<file path="src/rtl/rr_dec139_arbiter.sv">
// -----------------------------------------------------------------------------
// rr_dec139_arbiter
//
// Round-robin arbiter that shares one 2-to-4 decoder channel among four
// requesters. The decoder enable (G_L) and selects (B, A) come straight from
// registered state, and the decoded active-low grant vector (Y_L) is exported
// so each requester can light its own grant LED.
//
// Ports:
//   CLK      in   1  system clock, rising edge
//   RESET    in   1  synchronous, active-high reset
//   REQ      in   4  request lines, active-high, REQ[i] = requester i
//   G_L      out  1  decoder enable, active-low, 0 only while a grant is active
//   B, A     out  1  decoder selects, granted index bit 1 / bit 0
//   Y_L      out  4  decoded grant, active-low, all ones when G_L=1
//   BUSY     out  1  high while a grant is active
//   TIMEOUT  out  1  one-cycle pulse in the GAP cycle after a forced revoke
//
// Configuration macro:
//   ARB_TIMEOUT_EN  builds the hold counter and forcibly revokes a grant held
//                   for MAX_HOLD cycles. Undefined: TIMEOUT is tied to 0 and a
//                   grant is held for as long as its owner requests.
// -----------------------------------------------------------------------------
module rr_dec139_arbiter #(
    parameter int MAX_HOLD = 15,
    parameter int CNT_W    = 4
) (
    input  logic       CLK,
    input  logic       RESET,
    input  logic [3:0] REQ,
    output logic       G_L,
    output logic       B,
    output logic       A,
    output logic [3:0] Y_L,
    output logic       BUSY,
    output logic       TIMEOUT
);

    if ((MAX_HOLD < 2) || (MAX_HOLD > (2 ** CNT_W) - 1)) begin : g_bad_cfg
        $error("rr_dec139_arbiter: MAX_HOLD out of range for CNT_W");
    end

    typedef enum logic [1:0] {
        IDLE  = 2'd0,
        GRANT = 2'd1,
        GAP   = 2'd2
    } state_t;

    state_t     state, state_nxt;
    logic [1:0] sel, sel_nxt;      // drives {B,A}; only moves on entry to GRANT
    logic [1:0] last, last_nxt;    // most recently granted index
    logic [2:0] pick;              // {found, index} from the round-robin search

`ifdef ARB_TIMEOUT_EN
    logic [CNT_W-1:0] hold_cnt, hold_cnt_nxt;
    logic             timeout_q, timeout_nxt;
`endif

    // Search starts just after the last winner and visits it last, so a
    // requester that was just served has the lowest priority.
    function automatic logic [2:0] rr_pick(input logic [1:0] last_idx,
                                           input logic [3:0] req);
        logic [2:0] found;
        logic [1:0] cand;
        found = 3'b000;
        for (int k = 1; k <= 4; k++) begin
            cand = last_idx + 2'(k);
            if (!found[2] && req[cand]) begin
                found = {1'b1, cand};
            end
        end
        return found;
    endfunction

    assign pick = rr_pick(last, REQ);

    // State register
    always_ff @(posedge CLK) begin
        // NOTE: sequential state uses non-blocking assignments so every
        // register samples the pre-edge values of the others.
        if (RESET) begin
            state     <= IDLE;
            sel       <= 2'b00;
            last      <= 2'd3;
`ifdef ARB_TIMEOUT_EN
            hold_cnt  <= '0;
            timeout_q <= 1'b0;
`endif
        end else begin
            state     <= state_nxt;
            sel       <= sel_nxt;
            last      <= last_nxt;
`ifdef ARB_TIMEOUT_EN
            hold_cnt  <= hold_cnt_nxt;
            timeout_q <= timeout_nxt;
`endif
        end
    end

    // Next-state logic
    always_comb begin
        // NOTE: every signal assigned here gets a default first, so no path
        // leaves it unassigned and no latch is inferred.
        state_nxt    = state;
        sel_nxt      = sel;
        last_nxt     = last;
`ifdef ARB_TIMEOUT_EN
        hold_cnt_nxt = hold_cnt;
        timeout_nxt  = 1'b0;
`endif
        case (state)
            IDLE, GAP: begin
                if (pick[2]) begin
                    state_nxt    = GRANT;
                    sel_nxt      = pick[1:0];
                    last_nxt     = pick[1:0];
`ifdef ARB_TIMEOUT_EN
                    hold_cnt_nxt = '0;
`endif
                end else begin
                    state_nxt = IDLE;
                end
            end
            GRANT: begin
                if (!REQ[sel]) begin
                    // Voluntary release wins over a simultaneous limit hit.
                    state_nxt = GAP;
`ifdef ARB_TIMEOUT_EN
                // hold_cnt counts completed GRANT cycles minus one, so this
                // edge ends the MAX_HOLD-th cycle of the grant.
                end else if (hold_cnt == CNT_W'(MAX_HOLD - 1)) begin
                    state_nxt   = GAP;
                    timeout_nxt = 1'b1;
                end else begin
                    hold_cnt_nxt = hold_cnt + 1'b1;
`endif
                end
            end
            default: state_nxt = IDLE;
        endcase
    end

    // Outputs, decoded only from registers
    always_comb begin
        G_L    = (state != GRANT);
        BUSY   = (state == GRANT);
        B      = sel[1];
        A      = sel[0];
        Y_L    = 4'hF;
        if (state == GRANT) begin
            Y_L[sel] = 1'b0;
        end
`ifdef ARB_TIMEOUT_EN
        TIMEOUT = timeout_q;
`else
        TIMEOUT = 1'b0;
`endif
    end

endmodule

</file>
<file path="config.mk">
export PLATFORM = sky130hd
export DESIGN_NAME = rr_dec139_arbiter
export DESIGN_NICKNAME = d
export VERILOG_FILES = /design/src/rtl/rr_dec139_arbiter.sv
export SDC_FILE = /design/constraint.sdc
export NUM_CORES = 1
export LEC_CHECK = 0
export ABC_AREA = 1
export CORE_AREA = 2 2 39 41
export DETAILED_ROUTE_END_ITERATION = 10
export DIE_AREA = 0 0 41 43
export GPL_TIMING_DRIVEN = 0
export PLACE_DENSITY = 0.89
export SLEW_MARGIN = 20
export SYNTH_ARGS = -nofsm -noshare
export SYNTH_HDL_FRONTEND = slang
export SYNTH_SLANG_ARGS = --single-unit
export TNS_END_PERCENT = 10
</file>
<file path="constraint.sdc">
create_clock -name CLK -period 2.4 [get_ports CLK]
set_input_delay 0.72 -clock CLK [delete_from_list [all_inputs] [get_ports CLK]]
set_output_delay 0.72 -clock CLK [all_outputs]
set_load 0.005 [all_outputs]
</file>
==> results <==
[kinds of logic after synthesis]
group                  after synthesis  synth area share, %
AOI/OAI and AO/OA                   11                 9.31
buffers and inverters               16                 13.5
DFF                                  6                 19.0
other                                1                0.593
and+or+nand+nor                     61                 57.6
[flip-flops by register name (all words and copies together) (netlist names)]
name   cells
sel        2
last       2
state      2
[power breakdown]
group | leakage, uW | internal (uW) | total, uW | switching, uW
combinational | 0.000332 | 324 | 806 | 482
sequential | 0.0000498 | 140 | 173 | 33.0
clock | 0.0000138 | 56.3 | 89.1 | 32.8
total | 0.000396 | 520 | 1070 | 547
[final timing paths]
| check | start | to | cells after the start | slack [ns] |
|---|---|---|---|---|
| max reg2reg | last[0] | sel[1] | 10 | 0.98 |
| min | sel[0] | sel[0] | 2 | 0.57 |
| min reg2reg | sel[0] | sel[0] | 2 | 0.57 |
| max | state[0] | Y_L[2] | 4 | 0.14 |
[Yosys cell counts, drive strengths merged]
library cell   n
nand3         11
o21ai          3
nand2         40
a21oi          8
buf            3
conb           1
inv           13
nor3           2
nor2           8
dfxtp          6
[routing by layer]
| metal | up-vias | track usage (%) |
|---|---|---|
| li1 | 329 | - |
| met1 | 265 | 19.4 |
| met2 | 20 | 31.6 |
| met3 | 2 | 3.66 |
| met4 | 0 | 3.33 |
| met5 | - | 0 |
[worst min-delay path, stage by stage, from the launching register on]
cell and delay (ns):
sky130_fd_sc_hd__dfxtp_1 0.37, sky130_fd_sc_hd__nand2_1 0.09, sky130_fd_sc_hd__a21oi_1 0.06
[metrics by stage]
step / total power, uW / cells
after CTS: 1080 / 127
after global routing: 1170 / 127
final: 1070 / 127
after global placement: 953 / 124
after detailed placement: 984 / 124
after floorplan: 792 / 95
[cell type report]
cell class / count / area [um^2] / share of cell area [%]
buffer: 3 / 26.3 / 3.27
tap: 16 / 20.0 / 2.49
sequential: 6 / 120 / 14.9
multi-input combinational: 73 / 427 / 53.0
inverter: 13 / 58.8 / 7.31
clock buffer: 3 / 22.5 / 2.80
timing repair buffer: 13 / 130 / 16.2
==> impl_results.html <==
<table>
<tr><th>Metric</th><th>Value</th></tr>
<tr><th colspan="2">Critical path</th></tr>
<tr><td>Crit path required time</td><td>between 1.5 and 2 ns</td></tr>
<tr><td>CP max-delay cell</td><td>sky130_fd_sc_hd__clkdlybuf4s50_1</td></tr>
<tr><td>Cell-by-cell listing of the critical path</td><td>inv_1 &gt; nor2_1 &gt; nand3_1 &gt; clkdlybuf4s50_1</td></tr>
<tr><td>Number of buffer and inverter stages on the critical path</td><td>2</td></tr>
<tr><td>Type of the worst setup path</td><td>flip-flop to primary output</td></tr>
<tr><td>Slowest Stage Delay on Critical Path</td><td>between 0.4 and 0.5 ns</td></tr>
<tr><td>WP data arrival</td><td>1.54 ns</td></tr>
<tr><td>Largest fanout on the critical path</td><td>7</td></tr>
<tr><td>Startpoint types</td><td>flip-flop</td></tr>
<tr><td>Nature of the critical path endpoint</td><td>primary output</td></tr>
<tr><td>Crit path max-delay family</td><td>buffers and inverters</td></tr>
<tr><th colspan="2">Clocking</th></tr>
<tr><td>Number of buffers inserted during clock tree synthesis</td><td>3</td></tr>
<tr><td>TritonCTS Sinks</td><td>6</td></tr>
<tr><td>Clk Tree Root Cell</td><td>sky130_fd_sc_hd__clkbuf_4</td></tr>
<tr><td>CTS clk-pin slew, worst paths</td><td>0.05 ns</td></tr>
<tr><td>Skew-Pair Late Insertion Delay</td><td>around 0.24 ns</td></tr>
<tr><td>H-tree level count</td><td>1</td></tr>
<tr><td>TritonCTS clock tree</td><td>yes</td></tr>
<tr><td>Quantity of gates resized following cts</td><td>0</td></tr>
<tr><td>Count of hold-fix buffers inserted at cts</td><td>0</td></tr>
<tr><td>Number of buffers on the longest clock path</td><td>2</td></tr>
<tr><td>Total setup buffers inserted after CTS</td><td>0</td></tr>
<tr><th colspan="2">Cells and area</th></tr>
<tr><td>Number of nets in the finished design</td><td>approximately 120</td></tr>
<tr><td>Synth-to-layout area growth</td><td>27.3%</td></tr>
<tr><td>Count of antenna diodes in the layout</td><td>0</td></tr>
<tr><td>Fraction of final layout cells sized beyond drive strength 1</td><td>about 29%</td></tr>
<tr><td>Total of fill cells in the finished design</td><td>132</td></tr>
<tr><td>Most common cell after layout, fill and taps aside</td><td>sky130_fd_sc_hd__nand2_1</td></tr>
<tr><td>Share of the core filled with cells in the final layout</td><td>about three fifths</td></tr>
<tr><td>Post-route standard cell area excluding fillers</td><td>between 800 and 900 um^2</td></tr>
<tr><td>Commonest cells after routing, fill and taps aside</td><td>sky130_fd_sc_hd__nand2_1 (23), sky130_fd_sc_hd__clkdlybuf4s50_1 (13), sky130_fd_sc_hd__inv_1 (9), sky130_fd_sc_hd__nand3_1 (9), sky130_fd_sc_hd__nand2_2 (9)</td></tr>
<tr><th colspan="2">Global routing</th></tr>
<tr><td>Via count of the first global-routing pass</td><td>about 600</td></tr>
<tr><td>Largest net degree at the start of global routing</td><td>9</td></tr>
<tr><td>GRT Residual Overflow</td><td>0</td></tr>
<tr><td>Initial antenna violation count</td><td>0</td></tr>
<tr><td>Wire length of the first global-routing pass</td><td>2240 um</td></tr>
<tr><td>Global router's overall resource usage</td><td>about 17%</td></tr>
<tr><th colspan="2">Logic synthesis</th></tr>
<tr><td>Synthesized net count</td><td>101</td></tr>
<tr><td>Avg Inst Size Synth</td><td>6.65 um^2</td></tr>
<tr><td>Fraction of the yosys area taken by sequential cells</td><td>19.0%</td></tr>
<tr><td>Yosys warning count</td><td>0</td></tr>
<tr><td>Cell type with the highest aggregate area in the netlist</td><td>sky130_fd_sc_hd__dfxtp_1</td></tr>
<tr><td>Post-synthesis cell area</td><td>632 um^2</td></tr>
<tr><td>Number of instances in the synthesized netlist</td><td>95</td></tr>
<tr><td>Synthesis-stage register bit count</td><td>6</td></tr>
<tr><td>Count of distinct cell types in the synthesized netlist</td><td>22</td></tr>
<tr><td>Area contributors post-synth</td><td>sky130_fd_sc_hd__dfxtp_1 (19%), sky130_fd_sc_hd__nand2_4 (14%), sky130_fd_sc_hd__nand2_1 (14%)</td></tr>
<tr><td>Post-synth top area share</td><td>19.0%</td></tr>
<tr><th colspan="2">Floorplan</th></tr>
<tr><td>Starting density of the core</td><td>45.7%</td></tr>
<tr><td>Height of the die</td><td>around 43 um</td></tr>
<tr><td>Die Span X</td><td>41 um</td></tr>
<tr><td>Die footprint</td><td>around 1800 um^2</td></tr>
<tr><td>Number of standard-cell rows in the floorplan</td><td>14</td></tr>
<tr><td>Io pins</td><td>15</td></tr>
<tr><td>Std-Cell Core Area</td><td>1380 um^2</td></tr>
<tr><th colspan="2">Detailed routing</th></tr>
<tr><td>Routed length on met3</td><td>between 80 and 90 um</td></tr>
<tr><td>Mean number of vias per cell</td><td>between 4 and 5</td></tr>
<tr><td>DR WL met2</td><td>between 600 and 700 um</td></tr>
<tr><td>1st-iter DRT viols</td><td>15</td></tr>
<tr><td>Vias after detailed routing</td><td>616</td></tr>
<tr><td>Average wire per cell in the routed design</td><td>10.1 um</td></tr>
<tr><td>Met1 routed wirelength after detailed routing</td><td>503 um</td></tr>
<tr><td>Top Metal Used</td><td>met4</td></tr>
<tr><td>Final Routed Wirelength</td><td>1280 um</td></tr>
<tr><td>DRC Markers</td><td>0</td></tr>
<tr><td>Post-route antenna net violation count</td><td>0</td></tr>
<tr><td>First-pass iteration count of the detailed router</td><td>4</td></tr>
<tr><th colspan="2">Pwr</th></tr>
<tr><td>Pwr Density</td><td>1330 nW/um^2</td></tr>
<tr><td>Static power due to leakage</td><td>approximately 0.00040 uW</td></tr>
<tr><td>Worst IR Drop VDD</td><td>0.687 mV</td></tr>
<tr><th colspan="2">Job</th></tr>
<tr><td>Number of max-capacitance violations reported</td><td>0</td></tr>
<tr><th colspan="2">STA</th></tr>
<tr><td>Worst clock skew</td><td>0.00483 ns</td></tr>
<tr><td>Fin crit share</td><td>94.2%</td></tr>
<tr><td>Min Clock Period, post-route</td><td>approximately 2.3 ns</td></tr>
<tr><td>Finish-stage setup viols</td><td>0</td></tr>
<tr><td>Pins Over Slew Limit</td><td>0</td></tr>
<tr><td>Post-route worst hold slack</td><td>0.565 ns</td></tr>
<tr><td>Setup repair after global routing missed its margin</td><td>no</td></tr>
<tr><td>Final Hold Violating Endpoints</td><td>0</td></tr>
<tr><td>Worst Slack Setup Final</td><td>between 0.1 and 0.15 ns</td></tr>
<tr><td>TNS Setup</td><td>0 ns</td></tr>
<tr><td>Maximum clock frequency</td><td>0.443 GHz</td></tr>
<tr><th colspan="2">Place</th></tr>
<tr><td>Post-placement cell area</td><td>~780 um^2</td></tr>
<tr><td>Setup slack after placement</td><td>0.228 ns</td></tr>
<tr><td>Detailed placer's ending HPWL</td><td>1080 um</td></tr>
<tr><td>Final weighted congestion of routability-driven global placement</td><td>0.811</td></tr>
<tr><td>Count of port buffers added during placement</td><td>13</td></tr>
<tr><th colspan="2">Status</th></tr>
<tr><td>Run status</td><td>finished, final reports clean</td></tr>
<tr><th colspan="2">Worst hold path</th></tr>
<tr><td>Worst hold path type</td><td>flip-flop to flip-flop</td></tr>
</table>
Note: power is estimated with default switching activity, not from simulation.
